**src/rtl/spi_slave_tx.sv**
```systemverilog
// spi_slave_tx - SPI mode-0 slave transmit serializer.
//
// Pops DW-bit words from a first-word-fall-through TX FIFO and shifts them
// out on MISO while an external master clocks SCLK. SCLK and CS_n are
// asynchronous and are oversampled in the HCLK domain.
//
// Optional build macro: SPI_TX_LSB_FIRST_EN
//   defined   -> each word is sent LSB first (shift right, MISO = shift_reg[0])
//   undefined -> each word is sent MSB first (default)
//
// Ports:
//   HCLK, HRESETn   system clock (rising edge), async active-low reset
//   spi_sclk        SPI clock from master (CPOL=0), asynchronous
//   spi_cs_n        SPI chip select, active-low, asynchronous
//   spi_miso        registered serial data out (0 while not driven)
//   spi_miso_oe     MISO output enable, high while selected
//   tx_fifo_empty   FIFO empty flag
//   tx_fifo_dout    FIFO head word
//   tx_fifo_rd_en   one-cycle pop strobe
//   tx_underrun     one-cycle pulse when IDLE_PATTERN is loaded instead of data
//   busy            high whenever the FSM is not idle
//
// state | meaning
// IDLE  | not selected, waiting for CS fall
// LOAD  | one cycle: load first word of the frame
// SHIFT | shift one bit per SCLK fall, reload at word boundary

module spi_slave_tx #(
    parameter int unsigned          DW           = 32,
    parameter int unsigned          SYNC_STAGES  = 2,
    parameter logic [DW-1:0]        IDLE_PATTERN = '0
) (
    input  logic          HCLK,
    input  logic          HRESETn,
    input  logic          spi_sclk,
    input  logic          spi_cs_n,
    output logic          spi_miso,
    output logic          spi_miso_oe,
    input  logic          tx_fifo_empty,
    input  logic [DW-1:0] tx_fifo_dout,
    output logic          tx_fifo_rd_en,
    output logic          tx_underrun,
    output logic          busy
);

    localparam int unsigned    CW   = $clog2(DW);
    localparam logic [CW-1:0]  LAST = CW'(DW - 1);

    typedef enum logic [1:0] {
        IDLE  = 2'd0,
        LOAD  = 2'd1,
        SHIFT = 2'd2
    } state_t;

    state_t               state, state_next;
    logic [SYNC_STAGES-1:0] sclk_sync, cs_sync;
    logic                 sclk_prev, cs_prev;
    logic                 sclk_cur, cs_cur;
    logic                 sclk_fall, cs_fall, cs_rise;
    logic [DW-1:0]        shift_reg, shift_next;
    logic [CW-1:0]        bit_cnt;
    logic                 do_load, do_shift;
    logic                 out_bit;

    // Synchronizers reset to the idle bus levels so that releasing reset
    // never fabricates an edge.
    always_ff @(posedge HCLK or negedge HRESETn) begin
        if (!HRESETn) begin
            sclk_sync <= '0;
            cs_sync   <= '1;
            sclk_prev <= 1'b0;
            cs_prev   <= 1'b1;
        end else begin
            sclk_sync <= {sclk_sync[SYNC_STAGES-2:0], spi_sclk};
            cs_sync   <= {cs_sync[SYNC_STAGES-2:0], spi_cs_n};
            sclk_prev <= sclk_cur;
            cs_prev   <= cs_cur;
        end
    end

    assign sclk_cur  = sclk_sync[SYNC_STAGES-1];
    assign cs_cur    = cs_sync[SYNC_STAGES-1];
    assign sclk_fall = sclk_prev & ~sclk_cur;
    assign cs_fall   = cs_prev & ~cs_cur;
    assign cs_rise   = ~cs_prev & cs_cur;

`ifdef SPI_TX_LSB_FIRST_EN
    assign shift_next = {1'b0, shift_reg[DW-1:1]};
    assign out_bit    = shift_reg[0];
`else
    assign shift_next = {shift_reg[DW-2:0], 1'b0};
    assign out_bit    = shift_reg[DW-1];
`endif

    always_ff @(posedge HCLK or negedge HRESETn) begin
        if (!HRESETn) begin
            state <= IDLE;
        end else begin
            state <= state_next;
        end
    end

    // cs_rise is tested first so a coincident SCLK fall never loads or pops.
    always_comb begin
        state_next = state;
        do_load    = 1'b0;
        do_shift   = 1'b0;
        unique case (state)
            IDLE: begin
                if (cs_fall) state_next = LOAD;
            end
            LOAD: begin
                if (cs_rise) begin
                    state_next = IDLE;
                end else begin
                    do_load    = 1'b1;
                    state_next = SHIFT;
                end
            end
            SHIFT: begin
                if (cs_rise) begin
                    state_next = IDLE;
                end else if (sclk_fall) begin
                    if (bit_cnt == LAST) do_load  = 1'b1;
                    else                 do_shift = 1'b1;
                end
            end
            default: state_next = IDLE;
        endcase
    end

    assign tx_fifo_rd_en = do_load & ~tx_fifo_empty;
    assign tx_underrun   = do_load & tx_fifo_empty;
    assign busy          = (state != IDLE);

    always_ff @(posedge HCLK or negedge HRESETn) begin
        if (!HRESETn) begin
            shift_reg   <= '0;
            bit_cnt     <= '0;
            spi_miso    <= 1'b0;
            spi_miso_oe <= 1'b0;
        end else begin
            if (do_load) begin
                shift_reg <= tx_fifo_empty ? IDLE_PATTERN : tx_fifo_dout;
                bit_cnt   <= '0;
            end else if (do_shift) begin
                shift_reg <= shift_next;
                bit_cnt   <= bit_cnt + 1'b1;
            end
            // MISO is held low in the LOAD cycle so the stale register
            // content never reaches the pin before the first real bit.
            spi_miso_oe <= (state != IDLE);
            spi_miso    <= (state == SHIFT) ? out_bit : 1'b0;
        end
    end

endmodule

```
**config.mk**
```make
export PLATFORM = sky130hd
export DESIGN_NAME = spi_slave_tx
export DESIGN_NICKNAME = d
export VERILOG_FILES = /design/src/rtl/spi_slave_tx.sv
export SDC_FILE = /design/constraint.sdc
export NUM_CORES = 1
export LEC_CHECK = 0
export BUFFER_PORTS_ARGS = -buffer_cell sky130_fd_sc_hd__buf_2
export CAP_MARGIN = 20
export CORE_AREA = 2 2 83 85
export CTS_CLUSTER_SIZE = 10
export DETAILED_ROUTE_END_ITERATION = 12
export DIE_AREA = 0 0 85 87
export GPL_TIMING_DRIVEN = 0
export PLACE_DENSITY = 0.52
export SYNTH_ARGS = -nofsm -noshare
export SYNTH_HDL_FRONTEND = slang
export SYNTH_SLANG_ARGS = --single-unit
```
**constraint.sdc**
```tcl
create_clock -name HCLK -period 2.4 [get_ports HCLK]
set_input_delay 0.12 -clock HCLK [delete_from_list [all_inputs] [get_ports HCLK]]
set_output_delay 0.12 -clock HCLK [all_outputs]
set_load 0.02 [all_outputs]
```
# After elaboration in Yosys (flattened, before gate mapping)
# Index checks and enable logic that the tools add are counted.
word_totals:
  ff_bits: 47
  latchBits: 0
  ram_bits: 0
  rom_bits: 0
  in_bits: 37
  out_inout_bits: 5
  elab_cells: 47
  memories: 0
classes:
  n_addsub: 1
  mul: 0
  div: 0
  order_cmp: 0
  eq_ne: 5
  shift: 0
  n_mux: 19
  bitwise_logic: 9
  n_reduce_logical: 4
ops:
  columns: ["cell", "n"]
  rows:
  - ["$mux 32", 3]
  - ["$mux 5", 2]
  - ["$mux 1", 9]
  - ["$mux 2", 3]
  - ["$pmux 2 s3", 1]
  - ["$add 5x1->5 const B", 1]
  - ["$and 1x1->1", 5]
  - ["$eq 5x5->1 const B", 1]
  - ["$ne 2x2->1 const B", 2]
  - ["$not 1->1", 4]
  - ["$reduce_bool 2->1", 2]
  - ["$eq 2x1->1 const B", 1]
  - ["$eq 2x2->1 const B", 1]
  - ["$logic_not 2->1", 1]
  - ["$pmux 1 s2", 1]
  - ["$reduce_and 2->1", 1]

# Logic depth before layout (Yosys ltp)
depth:
  word_depth: 7
  mapped_depth: 9
  mapped_depth_nobuf: 7

# Worst setup path after synthesis
# No wires, ideal clock.
synth_path:
  path_kind: "register to register"
  start: "reg bit_cnt[0]"
  end: "reg shift_reg[24]"
  setup_time_ps: 124
  t_arrival_ps: 1826
  required_time_ps: 2276
  slack_ps: 450
  path_stages_with_launch: 9
  path_buffers: 1
  cell_sequence: "dfrtp_1 -> ha_1 -> and3_1 -> ha_1 -> and4b_4 -> o2111a_2 -> buf_4 -> a22oi_1 -> a21oi_2"
synth_via:
  elab_chain_cells: 6
  word_cells_on_any_way: 11
  cone_classes: "eq/ne: 1; mux: 9; reduce/logical: 1"
synth_lines:
  columns: ["element", "line_no", "rtl"]
  rows:
  - ["start, declared", "61", "logic [CW-1:0] bit_cnt;"]
  - ["start signal, assigned", "148", "bit_cnt <= bit_cnt + 1'b1;"]
  - ["$eq 5x5->1 (*)", "124", "if (bit_cnt == LAST) do_load = 1'b1;"]
  - ["$mux 1", "124", null]
  - ["$mux 1", "123", "end else if (sclk_fall) begin"]
  - ["$mux 1", "121", "if (cs_rise) begin"]
  - ["$pmux 1 s2 or $mux 1 (tied branches)", "108", "unique case (state)"]
  - ["$mux 32 or $reduce_bool 2->1 (tied branches)", null, null]
  - ["end signal, assigned", "144", "shift_reg <= tx_fifo_empty ? IDLE_PATTERN : tx_fifo_dout;"]
  - ["end signal, assigned", "147", "shift_reg <= shift_next;"]
  - ["end, declared", "60", "logic [DW-1:0] shift_reg, shift_next;"]
# Mark *: on every way between the ends. The rest lies on a longest branch, timed or not.
# A chain may end at the register's enable or synchronous reset.

# Final worst setup path
layout_path:
  start: "reg bit_cnt[0]"
  end: "out tx_underrun"
layout_via:
  elab_chain_cells: 6
layout_lines:
  columns: ["element", "line_no", "rtl"]
  rows:
  - ["$eq 5x5->1", "124", null]
  - ["$mux 1", "124", null]
  - ["$mux 1", "123", null]
  - ["$mux 1", "121", null]
  - ["$pmux 1 s2", "108", null]
  - ["$and 1x1->1", "133", "assign tx_underrun = do_load & tx_fifo_empty;"]
  - ["end, declared", "42", "output logic tx_underrun,"]
# Every way passes these cells.

==> flow_metrics.env <==
export IMPL_fin_skew_ns=0.00366
export IMPL_p_leak_nw=1.21
export IMPL_grt_pass1_vias=1715
export IMPL_cp_arrival_ns=2.15
export IMPL_synthCells=206
export IMPL_gp_congestion=0.713
export IMPL_fmax_mhz=440
export IMPL_placed_area_um2=2520
export IMPL_largest_reg_flops=32
export IMPL_yosysSeqAreaShare=0.537
export IMPL_cts_tree="done"
export IMPL_drtAntennaViolNets=0
export IMPL_grt_setup_unrepaired="false"
export IMPL_antenna_cells=0
export IMPL_critical_path_class="reg -> out"
export IMPL_timing_final_crit_share=0.948
export IMPL_drc=0
export IMPL_dr_max_layer_used="met4"
export IMPL_start_util=0.334
export IMPL_stdcell_area_um2=2660
export IMPL_grt_max_degree=31
export IMPL_hold_viol_final=0
export IMPL_htreeDepth=2
export IMPL_post_cts_setup_buffers=0
export IMPL_layout_nets=300
export IMPL_chipWidth_um=85
export IMPL_cp_depth=8
export IMPL_ir_drop_v=0.000442
export IMPL_status="complete, no violations"
export IMPL_die_area_um2=7400
export IMPL_core_area_um2=6570
export IMPL_maxSlewViolCount=0
export IMPL_numPortBuffers=41
export IMPL_cp_max_fo=10
export IMPL_root_buffer="clkbuf_8"
export IMPL_cp_required_ns=2.28
export IMPL_r2r_cells=8
export IMPL_wl_met2_mm=2.19
export IMPL_vias=1701
export IMPL_syn_nets=248
export IMPL_cts_num_sinks=47
export IMPL_vias_per_cell=5.02
export IMPL_critPathMaxStageDelay_ns=0.41
export IMPL_maxCapViolCount=0
export IMPL_dp_hpwl_mm=3.24
export IMPL_slowest_stage="dfrtp_1"
export IMPL_min_path_type="in -> reg"
export IMPL_endpoint_kind="primary output"
export IMPL_drive_above_1_share=0.309
export IMPL_post_route_min_period_ns=2.27
export IMPL_antenna_found_initial=0
export IMPL_synthFlopType="dfrtp_1"
export IMPL_fin_tns_setup_ns=0
export IMPL_die_height_um=87
export IMPL_pin_count=42
export IMPL_wl_met3_um=181
export IMPL_dr_pass1_iters=4
export IMPL_area_growth_pct=21.0
export IMPL_synth_seq_cells=47
export IMPL_worst_path_buf_inv=2
export IMPL_slew_headroom=0.702
export IMPL_grt_pass1_wl_mm=8.17
export IMPL_avgSynthCellArea_um2=10.7
export IMPL_setup_violations=0
export IMPL_synth_edf_count=0
export IMPL_clock_latency_ns=0.29
export IMPL_most_common_layout_cells="44 x buf_2, 44 x dfrtp_1, 34 x nor2_1"
export IMPL_routed_wl_mm=4.71
export IMPL_critPathLaunchType="register"
export IMPL_synth_warnings=0
export IMPL_grt_usage=0.137
export IMPL_clockBufferDepth=2
export IMPL_synth_area_um2=2200
export IMPL_crit_chain="ha_1 -> and3_1 -> ha_1 -> and4b_4 -> o211ai_2 -> buf_6 -> nor2_1 -> buf_2"
export IMPL_ys_types=31
export IMPL_worst_pin_slew_ns=0.446
export IMPL_wire_per_inst_um=13.9
export IMPL_synthArstFlopShare=1.00
export IMPL_crit_top_cell="ha_1"
export IMPL_cts_buffers=5
export IMPL_drt_iter0_markers=63
export IMPL_wl_met1_mm=2.29
export IMPL_num_rows=30
export IMPL_grt_overflow_total=0
export IMPL_clk_pin_slew_ns=0.09
export IMPL_min_path_cells=3
export IMPL_pwr_density_cell_nw_per_um2=1140
export IMPL_cp_top_family="simple AND/OR/NAND/NOR gates"
[kinds of logic (layout without fill, tap and decap cells)]
kind of cell,after synthesis,after routing,share of synthesized area
and+or+nand+nor,54,54,0.117
muxes,1,1,0.00456
buffers and inverters,21,74,0.0707
AOI/OAI and AO/OA,75,75,0.230
xor gates and xnor gates,3,3,0.0120
DFF,47,47,0.537
adders and majority gates,5,5,0.0285
[cell usage after synthesis (4+ instances only)]
library cell	n	area (µm²)
buf_6	8	90.1
dfrtp_1	44	1100
a22oi_1	31	233
nor2_1	34	128
inv_1	6	22.5
ha_1	5	62.6
nand2_1	4	15.0
a21oi_1	31	155
buf_2	4	20.0
a21oi_2	5	43.8
nand3_1	4	20.0
[path summary, 6_finish.rpt]
kind / startpoint / endpoint / slack (ns)
hold / removal: tx_fifo_dout[0] / shift_reg[0] / 0.04
setup reg to reg: bit_cnt[0] / shift_reg[4] / 0.30
setup / recovery: bit_cnt[0] / tx_underrun / 0.13
hold reg to reg: cs_sync[0] / cs_sync[1] / 0.36
min in group asynchronous: HRESETn / bit_cnt[3] / 0.29
max in group asynchronous: HRESETn / cs_sync[0] / 1.53
[per-stage QoR]
step | power, W | setup WS (ns) | hold slack [ns] | util | cells
floorplan | 0.00223 | 0.450 | -0.176 | - | 206
global placement | 0.00250 | 0.323 | 0.232 | 0.381 | 327
detailed placement | 0.00252 | 0.320 | 0.0933 | 0.384 | 328
CTS | 0.00307 | 0.0563 | 0.0427 | 0.404 | 339
global route | 0.00328 | 0.0131 | 0.0393 | 0.405 | 339
finish | 0.00302 | 0.125 | 0.0387 | 0.405 | 339
[layout make-up]
| class | count | area [µm²] |
|---|---|---|
| fill | 683 | 3910 |
| clock buffer | 8 | 100 |
| buffer | 15 | 139 |
| multi-input combinational | 138 | 861 |
| tap | 80 | 100 |
| sequential | 47 | 1180 |
| inverter | 6 | 22.5 |
| timing repair buffer | 45 | 255 |
[timing repair]
| action | 4_1_cts | 5_1_grt |
|---|---|---|
| hold endpoints to repair | 19 | 0 |
| hold buffers | 3 | 0 |
| endpoints found under the setup margin | 1 | 1 |
| gates resized for setup | 1 | 1 |
[where the power goes]
group          switching, W  internal (W)  leakage [nW]  total, W
Clock              0.000259      0.000263        0.0515  0.000522
Combinational      0.000644      0.000590         0.652   0.00123
Sequential         0.000166       0.00110         0.504   0.00127
[worst reg2reg max path: cells and delay by family (launching register included)]
family                   cells  cell delay, ns
AO/OA/AOI/OAI                3            0.53
adder cells (fa/ha/maj)      2            0.41
flip-flops                   1            0.41
AND/OR/NAND/NOR              2            0.39
buffers and inverters        1            0.29
[layer usage]
layer / up-vias / global-route usage
li1: 837 / -
met1: 830 / 0.195
met2: 30 / 0.209
met3: 4 / 0.0332
met4: 0 / 0.0390
met5: - / 0
(Power assumes the default switching activity.)
